**config.mk**
```make
export PLATFORM = sky130hd
export DESIGN_NAME = regfile_wb_arbiter_flat
export DESIGN_NICKNAME = d
export VERILOG_FILES = /design/src/rtl/regfile_wb_arbiter_if.sv /design/src/rtl/regfile_wb_arbiter.sv /design/src/flat_wrapper.sv
export SDC_FILE = /design/constraint.sdc
export NUM_CORES = 1
export LEC_CHECK = 0
export ABC_CLOCK_PERIOD_IN_PS = 2200
export CORE_MARGIN = 3
export CORE_UTILIZATION = 43
export DETAILED_ROUTE_END_ITERATION = 10
export PLACE_DENSITY = 0.78
export SYNTH_ARGS = -nofsm -noshare
export SYNTH_HDL_FRONTEND = slang
export SYNTH_SLANG_ARGS = --single-unit
```
**constraint.sdc**
```tcl
create_clock -name clk -period 2.2 [get_ports clk]
set_input_delay 0.44 -clock clk [delete_from_list [all_inputs] [get_ports clk]]
set_output_delay 0.44 -clock clk [all_outputs]
set_load 0.02 [all_outputs]
```
**src/rtl/regfile_wb_arbiter_if.sv**
```systemverilog
// Writeback bus between the three requesters and the register-file write port.
// The master side drives requests; the slave side (the arbiter) grants them and drives the write port.
interface regfile_wb_arbiter_if #(
    parameter int NREQ   = 3,
    parameter int DATA_W = 32
);
    logic [NREQ-1:0]        req_valid;
    logic [NREQ-1:0]        req_fmode;
    logic [5*NREQ-1:0]      req_reg;
    logic [DATA_W*NREQ-1:0] req_data;
    logic [NREQ-1:0]        req_ready;
    logic                   wenable;
    logic                   wfmode;
    logic [4:0]             wreg;
    logic [DATA_W-1:0]      wdata;

    modport master (
        output req_valid, req_fmode, req_reg, req_data,
        input  req_ready, wenable, wfmode, wreg, wdata
    );

    modport slave (
        input  req_valid, req_fmode, req_reg, req_data,
        output req_ready, wenable, wfmode, wreg, wdata
    );
endinterface

```
**src/rtl/regfile_wb_arbiter.sv**
```systemverilog
// Round-robin arbiter sharing the register file's write port among load unit, FPU and ALU,
// plus a 64-entry pending-write scoreboard queried by the issue stage.
module regfile_wb_arbiter #(
    parameter int NREQ   = 3,
    parameter int DATA_W = 32
) (
    input  logic                clk,
    input  logic                rstn,
    regfile_wb_arbiter_if.slave wb,
    input  logic                iss_valid,
    input  logic                iss_fmode,
    input  logic [4:0]          iss_reg,
    input  logic                q_fmode1,
    input  logic [4:0]          q_reg1,
    input  logic                q_fmode2,
    input  logic [4:0]          q_reg2,
    input  logic [4:0]          q_jr_reg,
    output logic                busy1,
    output logic                busy2,
    output logic                busy_jr
);
    localparam logic [1:0] LAST_IDX = 2'(NREQ - 1);

    logic [1:0]        last_grant_q, last_grant_d;
    logic [1:0]        grant_idx;
    logic              grant_vld;
    logic              wenable_q, wenable_d;
    logic              wfmode_q, wfmode_d;
    logic [4:0]        wreg_q, wreg_d;
    logic [DATA_W-1:0] wdata_q, wdata_d;
    logic [63:0]       busy_q, busy_d;

    function automatic logic [1:0] next_idx(input logic [1:0] idx);
        return (idx == LAST_IDX) ? 2'd0 : idx + 2'd1;
    endfunction

    // Search starts just after the last granted requester; no grant while reset is held.
    always_comb begin
        logic [1:0] cand;
        grant_vld = 1'b0;
        grant_idx = last_grant_q;
        cand      = next_idx(last_grant_q);
        for (int k = 0; k < NREQ; k++) begin
            if (rstn && !grant_vld && wb.req_valid[cand]) begin
                grant_vld = 1'b1;
                grant_idx = cand;
            end
            cand = next_idx(cand);
        end
    end

    generate
        for (genvar gi = 0; gi < NREQ; gi++) begin : g_ready
            assign wb.req_ready[gi] = grant_vld && (grant_idx == 2'(gi));
        end
    endgenerate

    always_comb begin
        last_grant_d = last_grant_q;
        wenable_d    = grant_vld;
        wfmode_d     = wfmode_q;
        wreg_d       = wreg_q;
        wdata_d      = wdata_q;
        if (grant_vld) begin
            last_grant_d = grant_idx;
            wfmode_d     = wb.req_fmode[grant_idx];
            wreg_d       = wb.req_reg[5*grant_idx +: 5];
            wdata_d      = wb.req_data[DATA_W*grant_idx +: DATA_W];
        end
    end

    // Clear first, then set, so an issue to the entry being written leaves it busy.
    always_comb begin
        busy_d = busy_q;
        if (wenable_q) begin
            busy_d[{wfmode_q, wreg_q}] = 1'b0;
        end
        if (iss_valid) begin
            busy_d[{iss_fmode, iss_reg}] = 1'b1;
        end
    end

    always_ff @(posedge clk) begin
        if (!rstn) begin
            last_grant_q <= LAST_IDX;
            wenable_q    <= 1'b0;
            wfmode_q     <= 1'b0;
            wreg_q       <= 5'd0;
            wdata_q      <= '0;
            busy_q       <= '0;
        end else begin
            last_grant_q <= last_grant_d;
            wenable_q    <= wenable_d;
            wfmode_q     <= wfmode_d;
            wreg_q       <= wreg_d;
            wdata_q      <= wdata_d;
            busy_q       <= busy_d;
        end
    end

    assign wb.wenable = wenable_q;
    assign wb.wfmode  = wfmode_q;
    assign wb.wreg    = wreg_q;
    assign wb.wdata   = wdata_q;

    assign busy1   = busy_q[{q_fmode1, q_reg1}];
    assign busy2   = busy_q[{q_fmode2, q_reg2}];
    assign busy_jr = busy_q[{1'b0, q_jr_reg}];
endmodule

```
**src/flat_wrapper.sv**
```systemverilog
// flat-port wrapper written by rule: the top's interface ports become plain ports
module regfile_wb_arbiter_flat 
#(
    parameter int NREQ   = 3,
    parameter int DATA_W = 32
)
  (clk, rstn, iss_valid, iss_fmode, iss_reg, q_fmode1, q_reg1, q_fmode2, q_reg2, q_jr_reg, busy1, busy2, busy_jr, wb_req_valid, wb_req_fmode, wb_req_reg, wb_req_data, wb_req_ready, wb_wenable, wb_wfmode, wb_wreg, wb_wdata);
  regfile_wb_arbiter_if #(.NREQ(NREQ), .DATA_W(DATA_W)) wb_i ();
  input  logic clk;
  input  logic rstn;
  input  logic iss_valid;
  input  logic iss_fmode;
  input  logic [4:0] iss_reg;
  input  logic q_fmode1;
  input  logic [4:0] q_reg1;
  input  logic q_fmode2;
  input  logic [4:0] q_reg2;
  input  logic [4:0] q_jr_reg;
  output logic busy1;
  output logic busy2;
  output logic busy_jr;
  input wire logic [$bits(wb_i.req_valid)-1:0] wb_req_valid;
  input wire logic [$bits(wb_i.req_fmode)-1:0] wb_req_fmode;
  input wire logic [$bits(wb_i.req_reg)-1:0] wb_req_reg;
  input wire logic [$bits(wb_i.req_data)-1:0] wb_req_data;
  output wire logic [$bits(wb_i.req_ready)-1:0] wb_req_ready;
  output wire logic [$bits(wb_i.wenable)-1:0] wb_wenable;
  output wire logic [$bits(wb_i.wfmode)-1:0] wb_wfmode;
  output wire logic [$bits(wb_i.wreg)-1:0] wb_wreg;
  output wire logic [$bits(wb_i.wdata)-1:0] wb_wdata;
  assign wb_i.req_valid = wb_req_valid;
  assign wb_i.req_fmode = wb_req_fmode;
  assign wb_i.req_reg = wb_req_reg;
  assign wb_i.req_data = wb_req_data;
  assign wb_req_ready = wb_i.req_ready;
  assign wb_wenable = wb_i.wenable;
  assign wb_wfmode = wb_i.wfmode;
  assign wb_wreg = wb_i.wreg;
  assign wb_wdata = wb_i.wdata;
  regfile_wb_arbiter #(.NREQ(NREQ), .DATA_W(DATA_W)) u_core (.clk(clk), .rstn(rstn), .wb(wb_i), .iss_valid(iss_valid), .iss_fmode(iss_fmode), .iss_reg(iss_reg), .q_fmode1(q_fmode1), .q_reg1(q_reg1), .q_fmode2(q_fmode2), .q_reg2(q_reg2), .q_jr_reg(q_jr_reg), .busy1(busy1), .busy2(busy2), .busy_jr(busy_jr));
endmodule
```
==> results.cfg <==
[logic_synthesis]
yosys_warnings = 0
syn_nets = 816
synth_cell_types = 43
synth_edf_count = 0
synth-seq-cells = 105
async_reset_ff_share_pct = 0
yosysSeqAreaShare_pct = 35.0
synth.avg_cell_area_sq_um = 8.93
synthesis.area_sq_um = 6010
synth_ff_type = dfxtp_1
syn-instance-count = 673

[global_route]
grt_pass1_vias = 6647
antenna_found_initial = 0
grt_pass1_wl_um = 34400
grt_max_degree = 90
grt_overflow = 0
grt_util_all_layers_pct = 27.4

[clock_network]
clk_pin_slew_ns = 0.07
ctsHoldBuffers = 0
root_buffer = clkbuf_16
cts_htree_levels = 3
clk_path_buf_depth = 2
cts_tree = done
clkLatencyLatePin_ns = 0.35
numCtsBuffers = 9
cts.sinks = 105

[setup_path]
path_max_fanout = 4
r2r_cells = 8
arrival_ns = 2.07
r2r_start = u_core.last_grant_q[1]
critical_path_class = reg -> out
critical_path.reg2reg.endpoint = u_core.wb.wdata[17]
required_ns = 1.76
startpoint_type = flop
r2r_setup_slack_ns = 0.15
cp-end-kind = primary output

[sta]
setup_tns_ns = -0.922
worstMarginPinSlew_ns = 0.410
min_period_ns = 2.51
clock_skew_ns = 0.00615
fmax_mhz = 399
relSlewSlack_pct = 72.4
setup_viol = 3
period_share_pct = 114
hold_viol = 0
fin_ws_ns = -0.309
slew_viol_final = 0
rsz0062_at_grt = true

[floorplanning]
io_pins = 188
chipWidth_um = 124
dieHeight_um = 124
die_area_sq_um = 15400
fp-row-count = 42
coreArea_sq_um = 13500
initial_core_util_pct = 44.7

[run_status]
failed_checks = negative setup slack
status = complete, but fails checks

[final_layout]
final_common_cell = clkdlybuf4s50_1
nNetsFinal = 1048
n_antenna_cell = 0
fin_area_sq_um = 9310
fill_cells = 1053
area_delta_synth_final_pct = 54.9
layout_common_cells = 167 x clkdlybuf4s50_1, 91 x a21oi_1, 89 x o21ai_0, 89 x dfxtp_1, 76 x nand2_1
drive_gt1_share_pct = 24.5

[hold_path]
hold_start = rstn
worstHoldPathCells = 2
hold_path_end = u_core.wb.wreg[3]
hold_class = in -> reg

[run]
maxCapViolCount = 0

[drt]
wl_um = 22100
drt_iter0_markers = 650
via_count = 6632
drt_pass1_iterations = 5
routed_via_density = 6.11
drc_errors = 0
detail-route-antenna-nets = 0
drt-wirelength-per-cell_um = 20.4

[power]
power_frac_comb_pct = 24.0
p_sw_mw = 1.34
power_frac_seq_pct = 39.1
p_leak_nw = 3.49
power_mw = 5.23
intPower_mw = 3.90
peakVddDrop_v = 0.000373
clkPwrFrac_pct = 36.9
switching_share_pct = 25.6
power_density_nw_per_um2 = 562

[placement]
place_area_sq_um = 8550
dp_hpwl_um = 16400
port_buffers = 187
routabilityCongestion = 0.900
[state kept, by name, indices dropped and copies added, names as in the netlist]
name / count
u_core.wb.wreg: 5
u_core.last_grant_q: 2
u_core.wb.wenable: 1
u_core.wb.wdata: 32
u_core.wb.wfmode: 1
u_core.busy_q: 64
[cell usage after synthesis, types with 4 or more instances]
master    count  share of area (%)
mux2_2       29                5.4
a21oi_1      92                7.7
and3b_1       4               0.58
o21ai_0      91                7.6
dfxtp_1     105                 35
mux4_2       34                 13
nor2_1       42                2.6
a21boi_0     13                1.6
mux4_1        6                2.6
nand2b_1      7               0.73
nor2b_1       8               0.83
buf_1         5               0.31
nand3_1      13                1.1
a311oi_1      4               0.58
inv_1         6               0.37
a222oi_1     24                4.0
nand2_1      77                4.8
nor3_1        5               0.42
clkbuf_1     40                2.5
buf_2         8               0.67
mux2i_1      11                1.8
and3_1       14                1.5
[repair_timing]
action	CTS	global route
endpoints found under the setup margin	43	43
gates cloned	4	1
pin swaps	29	10
setup buffers	12	1
resized for setup	105	21
[critical path, stage by stage (launching register included)]
cell and delay (ns):
dfxtp_1 0.37, mux4_2 0.48, mux2i_1 0.20, nor2_2 0.08, a2111oi_4 0.40, nor3_4 0.05, buf_6 0.14
[per-stage QoR]
step	hold slack, ns	std cells	worst slack (ns)	util (%)
2_1_floorplan	0.456	673	-0.0865	-
3_3_place_gp	0.494	1052	-1.17	63.6
3_5_place_dp	0.508	1052	-1.22	63.6
4_1_cts	0.504	1084	-0.340	68.6
5_1_grt	0.468	1086	-0.391	69.2
6_report	0.450	1086	-0.309	69.2
[how the worst max path moves through the flow]
stage | end | depth (start not counted) | start
floorplan | busy2 | 7 | q_reg2[0]
global placement | busy1 | 7 | q_reg1[0]
detailed placement | busy1 | 9 | q_reg1[0]
CTS | busy1 | 7 | q_reg1[0]
global route | busy1 | 6 | u_core.busy_q[17]
finish | busy1 | 6 | u_core.busy_q[25]
[area by class of cell]
cell class	instances	area [sq um]	share of cell area [%]
multi-input cells	504	3780	40.6
repair buffers	278	2800	30.1
clock buffers	10	229	2.46
well taps	176	220	2.36
flip-flops and latches	105	2120	22.8
clock inverters	6	130	1.40
inverters	7	26.3	0.282
[kinds of logic after synthesis]
| group | count (synthesis) | share of synthesized area, % |
|---|---|---|
| flip-flops | 105 | 35.0 |
| AO/OA/AOI/OAI | 238 | 23.3 |
| AND/OR/NAND/NOR | 186 | 14.5 |
| buffers and inverters | 64 | 4.60 |
| multiplexers | 80 | 22.6 |
[power groups by stage]
stage	logic [mW]	registers [mW]	clock network (mW)
3_3_place_gp	1.11	2.08	0
6_report	1.26	2.05	1.93
5_1_grt	1.34	2.05	2.02
4_1_cts	1.23	2.04	1.94
2_1_floorplan	0.493	2.13	0
3_5_place_dp	1.14	2.09	0
[routing by layer]
metal / track usage (%) / part of all wire (%) / up-vias
met5: 0 / 0 / -
met4: 11.9 / 3.7 / 0
met3: 6.01 / 8.9 / 62
met2: 47.8 / 51 / 361
met1: 32.2 / 37 / 3211
li1: - / - / 2998
No activity file was read; power rests on OpenSTA's default activity.
==> edit 1 (config.mk and constraints unchanged) <==
`wdata_q` no longer has a reset.
--- a/src/rtl/regfile_wb_arbiter.sv
+++ b/src/rtl/regfile_wb_arbiter.sv
@@ -86,16 +86,18 @@
             wenable_q    <= 1'b0;
             wfmode_q     <= 1'b0;
             wreg_q       <= 5'd0;
-            wdata_q      <= '0;
             busy_q       <= '0;
         end else begin
             last_grant_q <= last_grant_d;
             wenable_q    <= wenable_d;
             wfmode_q     <= wfmode_d;
             wreg_q       <= wreg_d;
-            wdata_q      <= wdata_d;
             busy_q       <= busy_d;
         end
+    end
+
+    always_ff @(posedge clk) begin
+        wdata_q <= wdata_d;
     end
 
     assign wb.wenable = wenable_q;
Check against the original RTL: differs if rstn is asserted again (counterexample within 4 cycles, from zero or initial values and one cycle with rstn low); with rstn held inactive, the same outputs for 4 cycles.
==> edit 1 against the unedited design <==
- clock skew is essentially flat
- area after synthesis shrank 1.6%
- cell area is 2.9% lower
- utilization decreased by 1.5 points
- critical path depth is 2 lower
- worst setup slack better by 0.016 ns
- sequential cell count unchanged
- critical endpoint is now busy_jr
- total power shrank 6.4%
- non-clock buffer count down 3
- routed wire length decreased by 3.9%
- the flow still finishes with violations (setup timing)
- via count down 8.4%
- count of clock-buffer cells in the layout grew 1
- sequential share of layout area increased by 4.3 points
==> edit 1: results (changes against the unedited design) <==
Yosys
  – Mux cell area share after synthesis: 18.40% (-4.2 points)
  – Synth Area in Compound Gates: 24.20% (+0.91 points)
  – Number of synthesized flops with an enable pin: 32 (+32)
  – Synth cell count leaders: nand2_1 (84), dfxtp_1 (73), a21boi_0 (68), o21ai_0 (68), mux4_2 (42)

Place
  – Placed insts: 985 (-6.4%)
  – Gpl congestion: 1.052 (+17%)
  – DP Area: 8543 µm² (-0.12%)
  – Pre-CTS setup slack: -1.161 ns (+0.05568 ns)

Timing
  – Setup Total Neg Slack: -0.7265 ns (+0.1955 ns)
  – Final setup violation count: 3 (unchanged)
  – WHS: 0.4328 ns (-0.01675 ns)
  – Clock skew: 0.006322 ns (+0.0001755 ns)
  – Final worst-path setup slack: -0.2929 ns (+0.01631 ns)

Critical path
  – Worst R2R Start: u_core.last_grant_q[0]
  – CP Data Arrival Time: 2.05 ns (-0.02 ns)
  – FF-to-FF path depth: 7 (-1)
  – Setup crit end: busy_jr
  – FF-to-FF End: u_core.wb.wdata[21]
  – Crit. Startpoint: u_core.busy_q[0]

Route
  – DR vias/cell: 6.026 (-1.3%)
  – DR iter-0 viols: 558 (-14%)

Cells and area
  – Multi-input combinational area share: 36.06% (-4.6 points)
  – Plain + repair buffers: 275 (-1.1%)
  – Final Cell Area: 9041 µm² (-2.9%)
  – Fillcell total: 993 (-5.7%)
  – Final Non-Filler Cells: 1008 (-7.2%)
  – Fraction of area in registers: 27.04% (+4.3 points)
  – #MultiIn Comb: 401 (-20%)
  – Layout clock area frac: 3.183% (-0.67 points)

Global route
  – Pin count of the biggest net entering global routing: 65 (-28%)
  – Vias in the first global route: 6417 (-3.5%)

Pwr
  – Clock power frac: 31.9% (-5.0 points)
  – Total Power: 0.004898 W (-6.4%)
  – Switching Power: 0.001319 W (-1.4%)
  – IR Drop Worst-Case VDD: 0.3150 mV (-16%)

Clocking
  – Resized cells post-CTS: 92 (-12%)

Run status
  – Violated checks: setup timing
  – Status: finished with violations
==> edit 1: cell count changes after synthesis, sizes merged, moves of 8 or more <==
cell,before,now
a21boi,13,68
a21oi,93,5
a222oi,24,32
and3,14,2
dfxtp,105,73
edfxtp,0,32
inv,7,36
mux2,29,2
nor2,42,18
o21ai,91,68
==> edit 1: layer usage <==
layer / global-route usage [%] / share of wire [%] / vias up
li1: - / - / 2722
met1: 30.81 / 34 / 2859
met2: 49.30 / 52 / 404
met3: 4.986 / 9.4 / 89
met4: 16.75 / 4.9 / 0
met5: 0 / 0 / -
==> edit 1: logic make-up (layout without fill, tap and decap cells) <==
| kind of cell | after synthesis | after routing |
|---|---|---|
| flops | 105 | 105 |
| buf+inv | 83 | 326 |
| mux | 56 | 56 |
| compound gates | 201 | 201 |
| simple gates | 144 | 144 |
==> edit 1: worst register-to-register path: cells and delay by family, from the launching register on <==
kind	cells	cell delay (ns)
flops	1	0.52
buf+inv	3	0.50
simple gates	2	0.22
compound gates	2	0.55
==> edit 2 (config.mk and constraints unchanged) <==
Made on the original files. `DATA_W` is set to 32 in 3 places; all go to 64.
--- a/src/rtl/regfile_wb_arbiter_if.sv
+++ b/src/rtl/regfile_wb_arbiter_if.sv
@@ -2,7 +2,7 @@
 // The master side drives requests; the slave side (the arbiter) grants them and drives the write port.
 interface regfile_wb_arbiter_if #(
     parameter int NREQ   = 3,
-    parameter int DATA_W = 32
+    parameter int DATA_W = 64
 );
     logic [NREQ-1:0]        req_valid;
     logic [NREQ-1:0]        req_fmode;
--- a/src/rtl/regfile_wb_arbiter.sv
+++ b/src/rtl/regfile_wb_arbiter.sv
@@ -2,7 +2,7 @@
 // plus a 64-entry pending-write scoreboard queried by the issue stage.
 module regfile_wb_arbiter #(
     parameter int NREQ   = 3,
-    parameter int DATA_W = 32
+    parameter int DATA_W = 64
 ) (
     input  logic                clk,
     input  logic                rstn,
--- a/src/flat_wrapper.sv
+++ b/src/flat_wrapper.sv
@@ -2,7 +2,7 @@
 module regfile_wb_arbiter_flat 
 #(
     parameter int NREQ   = 3,
-    parameter int DATA_W = 32
+    parameter int DATA_W = 64
 )
   (clk, rstn, iss_valid, iss_fmode, iss_reg, q_fmode1, q_reg1, q_fmode2, q_reg2, q_jr_reg, busy1, busy2, busy_jr, wb_req_valid, wb_req_fmode, wb_req_reg, wb_req_data, wb_req_ready, wb_wenable, wb_wfmode, wb_wreg, wb_wdata);
   regfile_wb_arbiter_if #(.NREQ(NREQ), .DATA_W(DATA_W)) wb_i ();
Ports: changed (resized wb_req_data and wb_wdata); port bits go from 188 to 316. No check against the original RTL was run, so the function may have changed too.
==> edit 2 against the unedited design <==
- the run still ends with setup timing left
- total power is 45% higher
- sequential cell count is 32 higher
- cell area is 37% higher
- worst setup slack worse by 0.085 ns
- routed wire length is 41% higher
- maximum frequency is 3.3% lower
- area after synthesis is 35% higher
- sequential share of layout area is 1.0 points lower
- non-clock buffer count is 131 higher
==> edit 2: results (changes against the unedited design) <==
Run status
  – Status: finished with violations
  – Violated checks: setup timing

Worst hold path
  – Hold Path Sink: u_core.wb.wdata[8]
  – Worst Hold Depth: 3 (+1)

Timing
  – Slew @ Worst Pin: 0.9926 ns (+0.5822 ns)
  – Final worst-path setup slack: -0.3947 ns (-0.08550 ns)
  – Final setup violation count: 3 (unchanged)
  – Setup Total Neg Slack: -1.122 ns (-0.1998 ns)
  – Clock skew: 0.01032 ns (+0.004176 ns)

Yosys
  – Mux cell area share after synthesis: 27.36% (+4.7 points)
  – Yosys cell types: 36 (-16%)
  – Net Count, Synth: 1152 (+41%)
  – Synth Area in Compound Gates: 19.07% (-4.2 points)
  – Top cells by area, synth: dfxtp_1 (34%), mux2i_1 (9.9%), mux4_2 (9.4%), o21ai_0 (8.3%), nand2_1 (7.8%)
  – Post-synthesis sequential area ratio: 33.81% (-1.2 points)

Place
  – Hpwl dp: 23550 µm (+44%)
  – Pre-CTS setup slack: -1.206 ns (+0.01083 ns)
  – I/O Buffers: 315 (+68%)

Clocking
  – TritonCTS Buffers: 17 (+8)
  – Worst-Skew Late Latency: 0.42 ns (+0.07 ns)

Cells and area
  – ANT cells: 3 (+3)
  – Multi-input logic area: 5114 µm² (+35%)
  – Fraction of area in registers: 21.74% (-1.0 points)
  – #MultiIn Comb: 693 (+38%)
  – Fillcell total: 1427 (+36%)
  – Layout clock area frac: 4.156% (+0.30 points)
  – # nets final: 1504 (+44%)
  – Final Cell Area: 12760 µm² (+37%)
  – Clock buffers: 22 (+12)
  – Plain + repair buffers: 409 (+47%)
  – Final-layout non-clock buffer area share: 31.53% (+1.4 points)

Pwr
  – Combinational power share: 28.6% (+4.6 points)
  – Lkg Pwr: 4.930 nW (+41%)
  – IR Drop Worst-Case VDD: 0.5954 mV (+59%)

Route
  – DR iter-0 viols: 633 (-2.6%)
  – Vias after detailed routing: 8558 (+29%)
  – Total wire length: 31250 µm (+41%)

Global route
  – Pin count of the biggest net entering global routing: 102 (+13%)
  – Total global-route track usage: 29.62% (+2.3 points)
  – First-pass GRT wire length: 46970 µm (+36%)

Critical path
  – FF-to-FF End: u_core.wb.wdata[37]
  – FF-to-FF path depth: 7 (-1)
  – R2R Setup Slk: 0.19 ns (+0.04 ns)
## edit 2: cell types whose count changed in the layout (fill, tap and decap cells not counted), moves of 23 or more
cell,before,now
a21boi_0,13,64
a21oi_1,91,2
a222oi_1,24,0
clkdlybuf4s50_1,167,298
dfxtp_1,89,115
mux2_2,18,41
mux2i_1,9,79
nand2_1,76,169
nand3_1,12,49
o21ai_0,89,134
o31ai_1,2,33
## edit 2: how the worst max path moves through the flow
stage	start	end	slack, ns	cells past startpoint
6_report	u_core.busy_q[31]	busy_jr	-0.39	4
3_3_place_gp	q_reg1[0]	busy1	-1.16	7
4_1_cts	u_core.busy_q[31]	busy_jr	-0.39	4
3_5_place_dp	q_reg1[0]	busy1	-1.21	7
2_1_floorplan	q_reg2[0]	busy2	-0.09	7
5_1_grt	u_core.busy_q[55]	busy1	-0.45	6
## edit 2: layer usage
metal  routed length, µm  track usage [%]
met5                  27                0
met1               11850            35.22
met3                2705            8.819
met4                1324            13.33
met2               15340            49.65
